File: src/rtl/lfo_cordic_seq.sv
// rtl/lfo_cordic_seq.sv - two-channel LFO sequencer sharing one cordic (optional macro LFO_CORDIC_SEQ_PIPE_EN)

// Combinational first-quadrant cordic: angle 0..402 spans 0..90 degrees (1/256 rad per code),
// outputs unsigned 8-bit magnitudes with full scale 255.
module cordic (
    input  logic [8:0] angle_i,
    output logic [7:0] sin_o,
    output logic [7:0] cos_o
);

    localparam int ITER = 12;

    // atan(2^-i) scaled by 2^14 rad, matching the angle code shifted left by 6
    localparam logic signed [19:0] ATAN [0:ITER-1] = '{
        20'sd12868, 20'sd7596, 20'sd4014, 20'sd2037,
        20'sd1023,  20'sd512,  20'sd256,  20'sd128,
        20'sd64,    20'sd32,   20'sd16,   20'sd8
    };

    // 255 * 256 pre-scaled by the cordic gain so the final x/y land on 8.8 fixed point
    localparam logic signed [19:0] X_INIT = 20'sd39642;

    logic signed [19:0] x [0:ITER];
    logic signed [19:0] y [0:ITER];
    logic signed [19:0] z [0:ITER-1];

    assign x[0] = X_INIT;
    assign y[0] = '0;
    assign z[0] = $signed({5'b0, angle_i, 6'b0});

    // Unrolled rotation-mode micro-rotations, one stage per iteration
    for (genvar i = 0; i < ITER; i++) begin : g_stage
        assign x[i+1] = z[i][19] ? x[i] + (y[i] >>> i) : x[i] - (y[i] >>> i);
        assign y[i+1] = z[i][19] ? y[i] - (x[i] >>> i) : y[i] + (x[i] >>> i);
        if (i < ITER - 1) begin : g_z
            assign z[i+1] = z[i][19] ? z[i] + ATAN[i] : z[i] - ATAN[i];
        end
    end

    // Round the 8.8 result to an integer and clamp into 0..255
    function automatic logic [7:0] sat8(input logic signed [19:0] v);
        logic signed [19:0] t;
        t = v + 20'sd128;
        if (t < 0)
            return 8'd0;
        else if (t > 20'sd65535)
            return 8'd255;
        else
            return 8'(t >>> 8);
    endfunction

    assign sin_o = sat8(y[ITER]);
    assign cos_o = sat8(x[ITER]);

endmodule

module lfo_cordic_seq #(
    parameter int PHASE_W = 20,
    parameter int QUARTER = 402
) (
    input  logic                clk_i,
    input  logic                rst_n_i,
    input  logic                tick_i,
    input  logic [PHASE_W-1:0]  step0_i,
    input  logic [PHASE_W-1:0]  step1_i,
    input  logic [1:0]          req_i,
    output logic [1:0]          ack_o,
    output logic signed [8:0]   sin_o,
    output logic signed [8:0]   cos_o,
    output logic                busy_o
);

    localparam logic [1:0] S_IDLE = 2'd0;
    localparam logic [1:0] S_CALC = 2'd1;
    localparam logic [1:0] S_DONE = 2'd3;
`ifdef LFO_CORDIC_SEQ_PIPE_EN
    localparam logic [1:0] S_WAIT = 2'd2;
    localparam logic [1:0] S_LOAD = S_WAIT;
    localparam logic [1:0] S_POST_CALC = S_WAIT;
`else
    localparam logic [1:0] S_LOAD = S_CALC;
    localparam logic [1:0] S_POST_CALC = S_DONE;
`endif

    logic [PHASE_W-1:0] ph0;
    logic [PHASE_W-1:0] ph1;
    logic [1:0]         state;
    logic               prio;
    logic               ch_r;
    logic [1:0]         q_r;
    logic [8:0]         angle_r;

    logic               grant_any;
    logic               grant_ch;
    logic [1:0]         q_nxt;
    logic [8:0]         f9_nxt;
    logic [8:0]         angle_nxt;

    logic [7:0]         cs;
    logic [7:0]         cc;
    logic [7:0]         s_src;
    logic [7:0]         c_src;
    logic signed [8:0]  sin_nxt;
    logic signed [8:0]  cos_nxt;

    cordic u_cordic (
        .angle_i (angle_r),
        .sin_o   (cs),
        .cos_o   (cc)
    );

    // Free-running per-channel phase accumulators, advanced on each sample tick
    always_ff @(posedge clk_i or negedge rst_n_i) begin
        if (!rst_n_i) begin
            ph0 <= '0;
            ph1 <= '0;
        end else if (tick_i) begin
            ph0 <= ph0 + step0_i;
            ph1 <= ph1 + step1_i;
        end
    end

    // Round-robin choice between requesters; a lone requester always wins
    always_comb begin
        grant_any = |req_i;
        grant_ch  = 1'b0;
        case (req_i)
            2'b01:   grant_ch = 1'b0;
            2'b10:   grant_ch = 1'b1;
            2'b11:   grant_ch = prio;
            default: grant_ch = 1'b0;
        endcase
    end

    // Fold the granted (pre-tick) phase into quadrant plus first-quadrant cordic angle
    always_comb begin
        q_nxt     = grant_ch ? ph1[PHASE_W-1 -: 2] : ph0[PHASE_W-1 -: 2];
        f9_nxt    = grant_ch ? ph1[PHASE_W-3 -: 9] : ph0[PHASE_W-3 -: 9];
        angle_nxt = 9'((18'(f9_nxt) * 18'(QUARTER)) >> 9);
    end

`ifdef LFO_CORDIC_SEQ_PIPE_EN
    logic [7:0] s_r;
    logic [7:0] c_r;

    // Capture the raw cordic result so the output correction starts from a register
    always_ff @(posedge clk_i or negedge rst_n_i) begin
        if (!rst_n_i) begin
            s_r <= '0;
            c_r <= '0;
        end else if (state == S_CALC) begin
            s_r <= cs;
            c_r <= cc;
        end
    end

    assign s_src = s_r;
    assign c_src = c_r;
`else
    assign s_src = cs;
    assign c_src = cc;
`endif

    // Map the first-quadrant magnitudes back to the full circle using the latched quadrant
    always_comb begin
        sin_nxt = '0;
        cos_nxt = '0;
        case (q_r)
            2'd0: begin
                sin_nxt =  $signed({1'b0, s_src});
                cos_nxt =  $signed({1'b0, c_src});
            end
            2'd1: begin
                sin_nxt =  $signed({1'b0, c_src});
                cos_nxt = -$signed({1'b0, s_src});
            end
            2'd2: begin
                sin_nxt = -$signed({1'b0, s_src});
                cos_nxt = -$signed({1'b0, c_src});
            end
            default: begin
                sin_nxt = -$signed({1'b0, c_src});
                cos_nxt =  $signed({1'b0, s_src});
            end
        endcase
    end

    // Sequencer: grant in IDLE, evaluate, optionally wait on the pipe register, then ack
    always_ff @(posedge clk_i or negedge rst_n_i) begin
        if (!rst_n_i) begin
            state   <= S_IDLE;
            prio    <= 1'b0;
            ch_r    <= 1'b0;
            q_r     <= '0;
            angle_r <= '0;
        end else begin
            case (state)
                S_IDLE: begin
                    if (grant_any) begin
                        ch_r    <= grant_ch;
                        q_r     <= q_nxt;
                        angle_r <= angle_nxt;
                        prio    <= ~grant_ch;
                        state   <= S_CALC;
                    end
                end
                S_CALC: state <= S_POST_CALC;
`ifdef LFO_CORDIC_SEQ_PIPE_EN
                S_WAIT: state <= S_DONE;
`endif
                S_DONE: state <= S_IDLE;
                default: state <= S_IDLE;
            endcase
        end
    end

    // Result registers hold the last served value until the next result lands
    always_ff @(posedge clk_i or negedge rst_n_i) begin
        if (!rst_n_i) begin
            sin_o <= '0;
            cos_o <= '0;
        end else if (state == S_LOAD) begin
            sin_o <= sin_nxt;
            cos_o <= cos_nxt;
        end
    end

    assign ack_o  = (state == S_DONE) ? (ch_r ? 2'b10 : 2'b01) : 2'b00;
    assign busy_o = (state != S_IDLE);

endmodule

File: config.mk
export PLATFORM = sky130hd
export DESIGN_NAME = lfo_cordic_seq
export DESIGN_NICKNAME = d
export VERILOG_FILES = /design/src/rtl/lfo_cordic_seq.sv
export SDC_FILE = /design/constraint.sdc
export NUM_CORES = 1
export LEC_CHECK = 0
export CORE_UTILIZATION = 55
export CTS_CLUSTER_DIAMETER = 50
export DETAILED_ROUTE_END_ITERATION = 16
export GPL_TIMING_DRIVEN = 1
export PLACE_DENSITY = 0.8
export SYNTH_ARGS = -nofsm -noshare
export SYNTH_HDL_FRONTEND = slang
export SYNTH_SLANG_ARGS = --single-unit
File: constraint.sdc
create_clock -name clk_i -period 30.2 [get_ports clk_i]
set_input_delay 4.53 -clock clk_i [delete_from_list [all_inputs] [get_ports clk_i]]
set_output_delay 4.53 -clock clk_i [all_outputs]
set_load 0.05 [all_outputs]
## After elaboration in Yosys (flattened, before gate mapping)

Cells that the tools add are included.

- Register bits: 73
- Input bits: 45
- Logic and storage cells: 139

- Add/sub/neg operators: 67
- Multiply operators: 1
- Magnitude comparators: 4
- Equality and inequality tests: 7
- Mux-type cells: 45
- Bitwise logic cells: 1
- Reductions and logical operators: 5

Operators by type and width:

| operator | number |
|---|---|
| $mux W20 | 30 |
| $add A20 B9 Y20 const B | 3 |
| $pmux W9 S3 | 2 |
| $add A20 B10 Y20 | 2 |
| $add A20 B11 Y20 | 2 |
| $add A20 B11 Y20 const B | 2 |
| $add A20 B12 Y20 | 2 |
| $add A20 B13 Y20 | 2 |
| $add A20 B14 Y20 | 2 |
| $add A20 B15 Y20 | 2 |
| $add A20 B16 Y20 | 2 |
| $add A20 B17 Y20 | 2 |
| $add A20 B18 Y20 | 2 |
| $add A20 B20 Y20 | 2 |
| $add A20 B9 Y20 | 2 |
| $gt A20 B17 Y1 const B | 2 |
| $lt A20 B1 Y1 const B | 2 |
| $sub A20 B10 Y20 | 2 |
| $sub A20 B11 Y20 | 2 |
| $sub A20 B11 Y20 const B | 2 |
| $sub A20 B12 Y20 | 2 |
| $sub A20 B13 Y20 | 2 |
| $sub A20 B14 Y20 | 2 |
| $sub A20 B15 Y20 | 2 |
| other kinds (36) | 53 |

## Logic depth before layout (Yosys ltp)

Gate-level depths: netlist of the first run.

- Depth after elaboration: 28
- Depth in mapped cells: 172
- Gate-level depth less buffers: 162

## Modules after synthesis

From an unflattened synthesis of the first run, not the netlist that was laid out.

- Cell total of the unflattened synthesis: 4,305
- Area, all modules: 31,885.6 um2

Modules (own cells, without submodules):

| module | times used | cells each | area each (um2) | sequential area each (um2) |
|---|---|---|---|---|
| cordic | 1 | 3,585 | 25,474.4 | 0.0 |
| lfo_cordic_seq | 1 | 720 | 6,411.1 | 1,826.8 |

## Worst setup path after synthesis of the first run

OpenSTA, ideal clock, no wires.

- Kind: reg2reg
- From: register angle_r[1]
- To: register cos_o[7]
- Data arrival time: 29,206 ps
- Data required time: 30,081 ps
- Path slack: 875 ps
- Stages on the path, launching flop included: 155
- Cell sequence: dfrtp_1 > buf_2 > inv_1 > ha_1 > and2b_1 > nor2_1 > a2111oi_2 > a21oi_1 > nand2_1 > inv_1 > ha_1 > clkbuf_1 > inv_1 > a31oi_1 > nand2_1 > a211oi_2 > o41ai_4 > buf_6 > [119 not listed] > a21oi_1 > o21bai_1 > a21oi_1 > o21bai_1 > a21oi_1 > xnor2_1 > nor2b_1 > and4_1 > mux2_2 > nand2_1 > or3_1 > or3_1 > nor3_1 > xnor2_1 > and2_1 > mux4_2 > nand2_1 > nand2_1

- Cells in the longest elaborated chain, start to end: 28

Ends and longest elaborated chain:

| item | RTL line | text |
|---|---|---|
| start: declaration | 91 | `logic [8:0] angle_r;` |
| start signal: assignment | 202 | `angle_r <= angle_nxt;` |
| $sub A15 B14 Y16 * | 36 | `assign z[i+1] = z[i][19] ? z[i] + ATAN[i] : z[i] - ATAN[i];` |
| $sub A20 B14 Y20 (tied with other cells) | 36 |  |
| $mux W20 (tied with other cells) | 36 |  |
| $mux W20 (tied with other cells) | 33 | `assign x[i+1] = z[i][19] ? x[i] + (y[i] >>> i) : x[i] - (y[i] >>> i);` |
| $sub A20 B17 Y20 (tied with other cells) | 33 |  |
| $mux W20 (tied with other cells) | 33 |  |
| $sub A20 B16 Y20 (tied with other cells) | 33 |  |
| $mux W20 (tied with other cells) | 33 |  |
| [12 not listed] | - |  |
| $sub A20 B9 Y20 (tied with other cells) | 33 |  |
| $mux W20 (on tied branches) | 33, 34 |  |
| $add A20 B9 Y20 | 43 | `t = v + 20'sd128;` |
| $gt A20 B17 Y1 | 46 | `else if (t > 20'sd65535)` |
| $mux W8 | 46 |  |
| $mux W8 | 44 | `if (t < 0)` |
| $neg A8 Y9 (on tied branches) | 179, 175 |  |
| $pmux W9 S3 * | 168 | `case (q_r)` |
| end signal: assignment | 224 | `cos_o <= cos_nxt;` |
| end: declaration | 69 | `output logic signed [8:0] cos_o,` |

Mark *: on every way between the ends. The rest lies on a longest branch, timed or not.
A chain may end at the register's enable or synchronous reset.

## Worst setup path in the final report of the first run

- From: register angle_r[2]
- To: register cos_o[7]

The elaborated chain is that of the path after synthesis.

==> results_dict.tcl, run 1 <==
set metrics [dict create \
    cp.required_ns 30.43 \
    routed_wirelength_mm 85.9 \
    crit_family "compound AO/OA/AOI/OAI gates" \
    hold_path_class "reg -> reg" \
    dp_cells 5029 \
    synth.distinct_cells 99 \
    fin_cells 5075 \
    worst_ep_arrival_time_ns 29.18 \
    async_reset_ff_share_pct 100 \
    dpl_cell_area_um2 33900 \
    antenna_found_initial 1 \
    cp_slowest_cell "or4b_2" \
    hold_viol_final 0 \
    critPathKind "reg -> reg" \
    final_common_cell "ha_1" \
    cts_buffers 9 \
    cts_max_level 3 \
    antenna_left 0 \
    routed-wl-met2_mm 40.6 \
    crit_fanout 23 \
    track_usage_pct 28.4 \
    gp_congestion 0.950 \
    holdWs_ns 0.468 \
    viasPerCell 5.98 \
    clock-sinks 73 \
    start_util_pct 56.1 \
    cts-root-buf "clkbuf_16" \
    area_growth_pct 13.6 \
    grt_overflow 0 \
    cts_tree "done" \
    avgSynthCellArea_um2 7.59 \
    cp-end-kind "flop" \
    clk_pin_slew_ns 0.06 \
    die_area_um2 57800 \
    grt_pass1_wl_mm 136 \
    drive_gt1_share_pct 13.3 \
    ys_ff_latch 73 \
    critPathBufInv 9 \
    ys.flop_type "dfrtp_1" \
    most-common-layout-cells "ha_1, xnor2_1, inv_1" \
    top_layer "met4" \
    stdcell_area_um2 35500 \
    worst_slew_pin_slew_ns 0.989 \
    ys_seq_area_share_pct 5.85 \
    fin_util_pct 63.8 \
    cap_viol_max_count 0 \
    wire_per_inst_um 16.9 \
    core_um2 55600 \
    synth_edf_count 0 \
    critical-path-max-stage-delay_ns 0.68 \
    clkLatencyLatePin_ns 0.35 \
    synthCells 4115 \
    layout_worst_path_cycle_share_pct 95.8 \
    met3WireLength_mm 3.99 \
    clock_path_buffers 2 \
    nets 4970 \
    syn_area_um2 31200 \
    vias 30300 \
    cts_hold_buffers 0 \
    period_needed_ns 28.95 \
    finalMaxSlewViolations 0 \
    ioPinCount 66 \
    finalSetupViolations 0 \
    yosys_warnings 0 \
    drt_iter0_markers 2232 \
    place_hpwl_mm 70.5 \
    synth_fp_nets 4764 \
    relSlewSlack_pct 34.1 \
    grt_pass1_vias 28600 \
    met1_length_mm 37.5 \
    startpoint_type "flop" \
    max_clock_freq_ghz 0.0345 \
    rows 86 \
    die_y_um 240 \
    die_x_um 240 \
    portBuffers 65 \
    crit_top_cell "a21oi_2" \
    finClkSkew_ns 0.00751 \
    grt_max_degree 74 \
    dr.pass1.iters 6 \
    status "completed" \
    drcViolationCount 0 \
]
layer usage:
layer  GRT usage (%)  vias up
met2            50.0      820
met5               0        -
met1            35.8    14200
met4            10.4        0
met3            2.45      244
li1                -    15100
final timing paths:
| kind | from | endpoint | slack (ns) | cells past startpoint |
|---|---|---|---|---|
| max in group asynchronous | rst_n_i | angle_r[2]$_DFFE_PN0P_ | 25.19 | 1 |
| worst min-delay path | sin_o[7]$_DFFE_PN0P_ | sin_o[7]$_DFFE_PN0P_ | 0.47 | 2 |
| worst max register to register | angle_r[2]$_DFFE_PN0P_ | cos_o[7]$_DFFE_PN0P_ | 1.25 | 143 |
| worst min register to register | sin_o[7]$_DFFE_PN0P_ | sin_o[7]$_DFFE_PN0P_ | 0.47 | 2 |
| worst max-delay path | angle_r[2]$_DFFE_PN0P_ | cos_o[7]$_DFFE_PN0P_ | 1.25 | 143 |
| min in group asynchronous | rst_n_i | ph1[5]$_DFFE_PN0P_ | 4.33 | 1 |
flip-flops by register name, indices dropped and copies added, names as in the netlist:
signal / count
q_r: 2
ph1: 20
prio: 1
cos_o: 9
ph0: 20
ch_r: 1
angle_r: 9
state: 2
sin_o: 9
tightest hold or removal path: cells and delay by family, from the launching register on:
kind | cells | cell delay (ns)
AND/OR/NAND/NOR | 2 | 0.10
flip-flops | 1 | 0.34
cell type report:
cell class,count,area (µm²)
multi-input combinational,3582,28700
fill,4802,20100
clock buffer,10,239
tap,748,936
timing repair buffer,282,2330
inverter,373,1410
sequential,73,1830
antenna,1,2.50
clock inverter,6,90.1
synth_stat cells, types with 10 or more instances:
library cell | count | area [µm²]
and3_1 | 26 | 163
nor2b_1 | 49 | 307
buf_1 | 11 | 41.3
nand4_1 | 26 | 163
o2111ai_1 | 10 | 87.6
o21bai_1 | 141 | 1060
mux2i_1 | 55 | 551
nand3_1 | 44 | 220
xor2_1 | 187 | 1640
fa_1 | 30 | 601
buf_2 | 10 | 50.1
a31oi_1 | 35 | 219
xnor2_1 | 397 | 3480
a21o_1 | 126 | 946
o41ai_1 | 12 | 105
nand2_1 | 249 | 935
or3_1 | 30 | 188
o21ai_1 | 12 | 60.1
o211ai_1 | 22 | 165
o31ai_1 | 30 | 225
nor2_1 | 300 | 1130
ha_1 | 574 | 7180
mux2_2 | 65 | 732
o22ai_1 | 11 | 68.8
inv_1 | 368 | 1380
or2_2 | 17 | 106
and2_1 | 26 | 163
nand2b_1 | 61 | 382
o21ai_0 | 238 | 1190
nor3_1 | 63 | 315
a21oi_1 | 425 | 2130
o21a_1 | 61 | 458
dfrtp_1 | 73 | 1830
a21boi_0 | 36 | 270
nor3b_1 | 16 | 120
a211oi_1 | 17 | 128
clkbuf_1 | 63 | 236
nor4_1 | 14 | 87.6
o31a_1 | 10 | 87.6
metrics by stage:
stage / setup WS, ns / setup TNS (ns)
global route: -0.533 / -4.99
floorplan: 0.875 / 0
CTS: 0.00420 / 0
finish: 1.25 / 0
global placement: 0.104 / 0
detailed placement: -0.610 / -4.86
cell families after synthesis:
| family | Yosys count | share of synthesized area [%] |
|---|---|---|
| compound gates | 1281 | 26.1 |
| xor+xnor | 606 | 17.8 |
| flops | 73 | 5.85 |
| fa+ha+maj | 604 | 24.9 |
| simple gates | 956 | 14.7 |
| mux | 135 | 5.02 |
| buf+inv | 460 | 5.63 |
timing repair:
item,4_1_cts,5_1_grt
resized for setup,10,250
endpoints found under the setup margin,16,18
cloned,0,1
pin swaps,0,40
setup buffers,2,26
Power of run 1 is not shown: default switching activity piles up to over one toggle a cycle in this logic, so the estimate is an artifact.
==> run 2, diff against run 1 <==
--- a/config.mk
+++ b/config.mk
@@ -13,3 +13,4 @@
 export SYNTH_ARGS = -nofsm -noshare
 export SYNTH_HDL_FRONTEND = slang
 export SYNTH_SLANG_ARGS = --single-unit
+export TNS_END_PERCENT = 5
==> results of run 2 <==
The final DEF is identical to that of run 1; final timing and power are the same.
Power of run 2 is left out for the same reason.
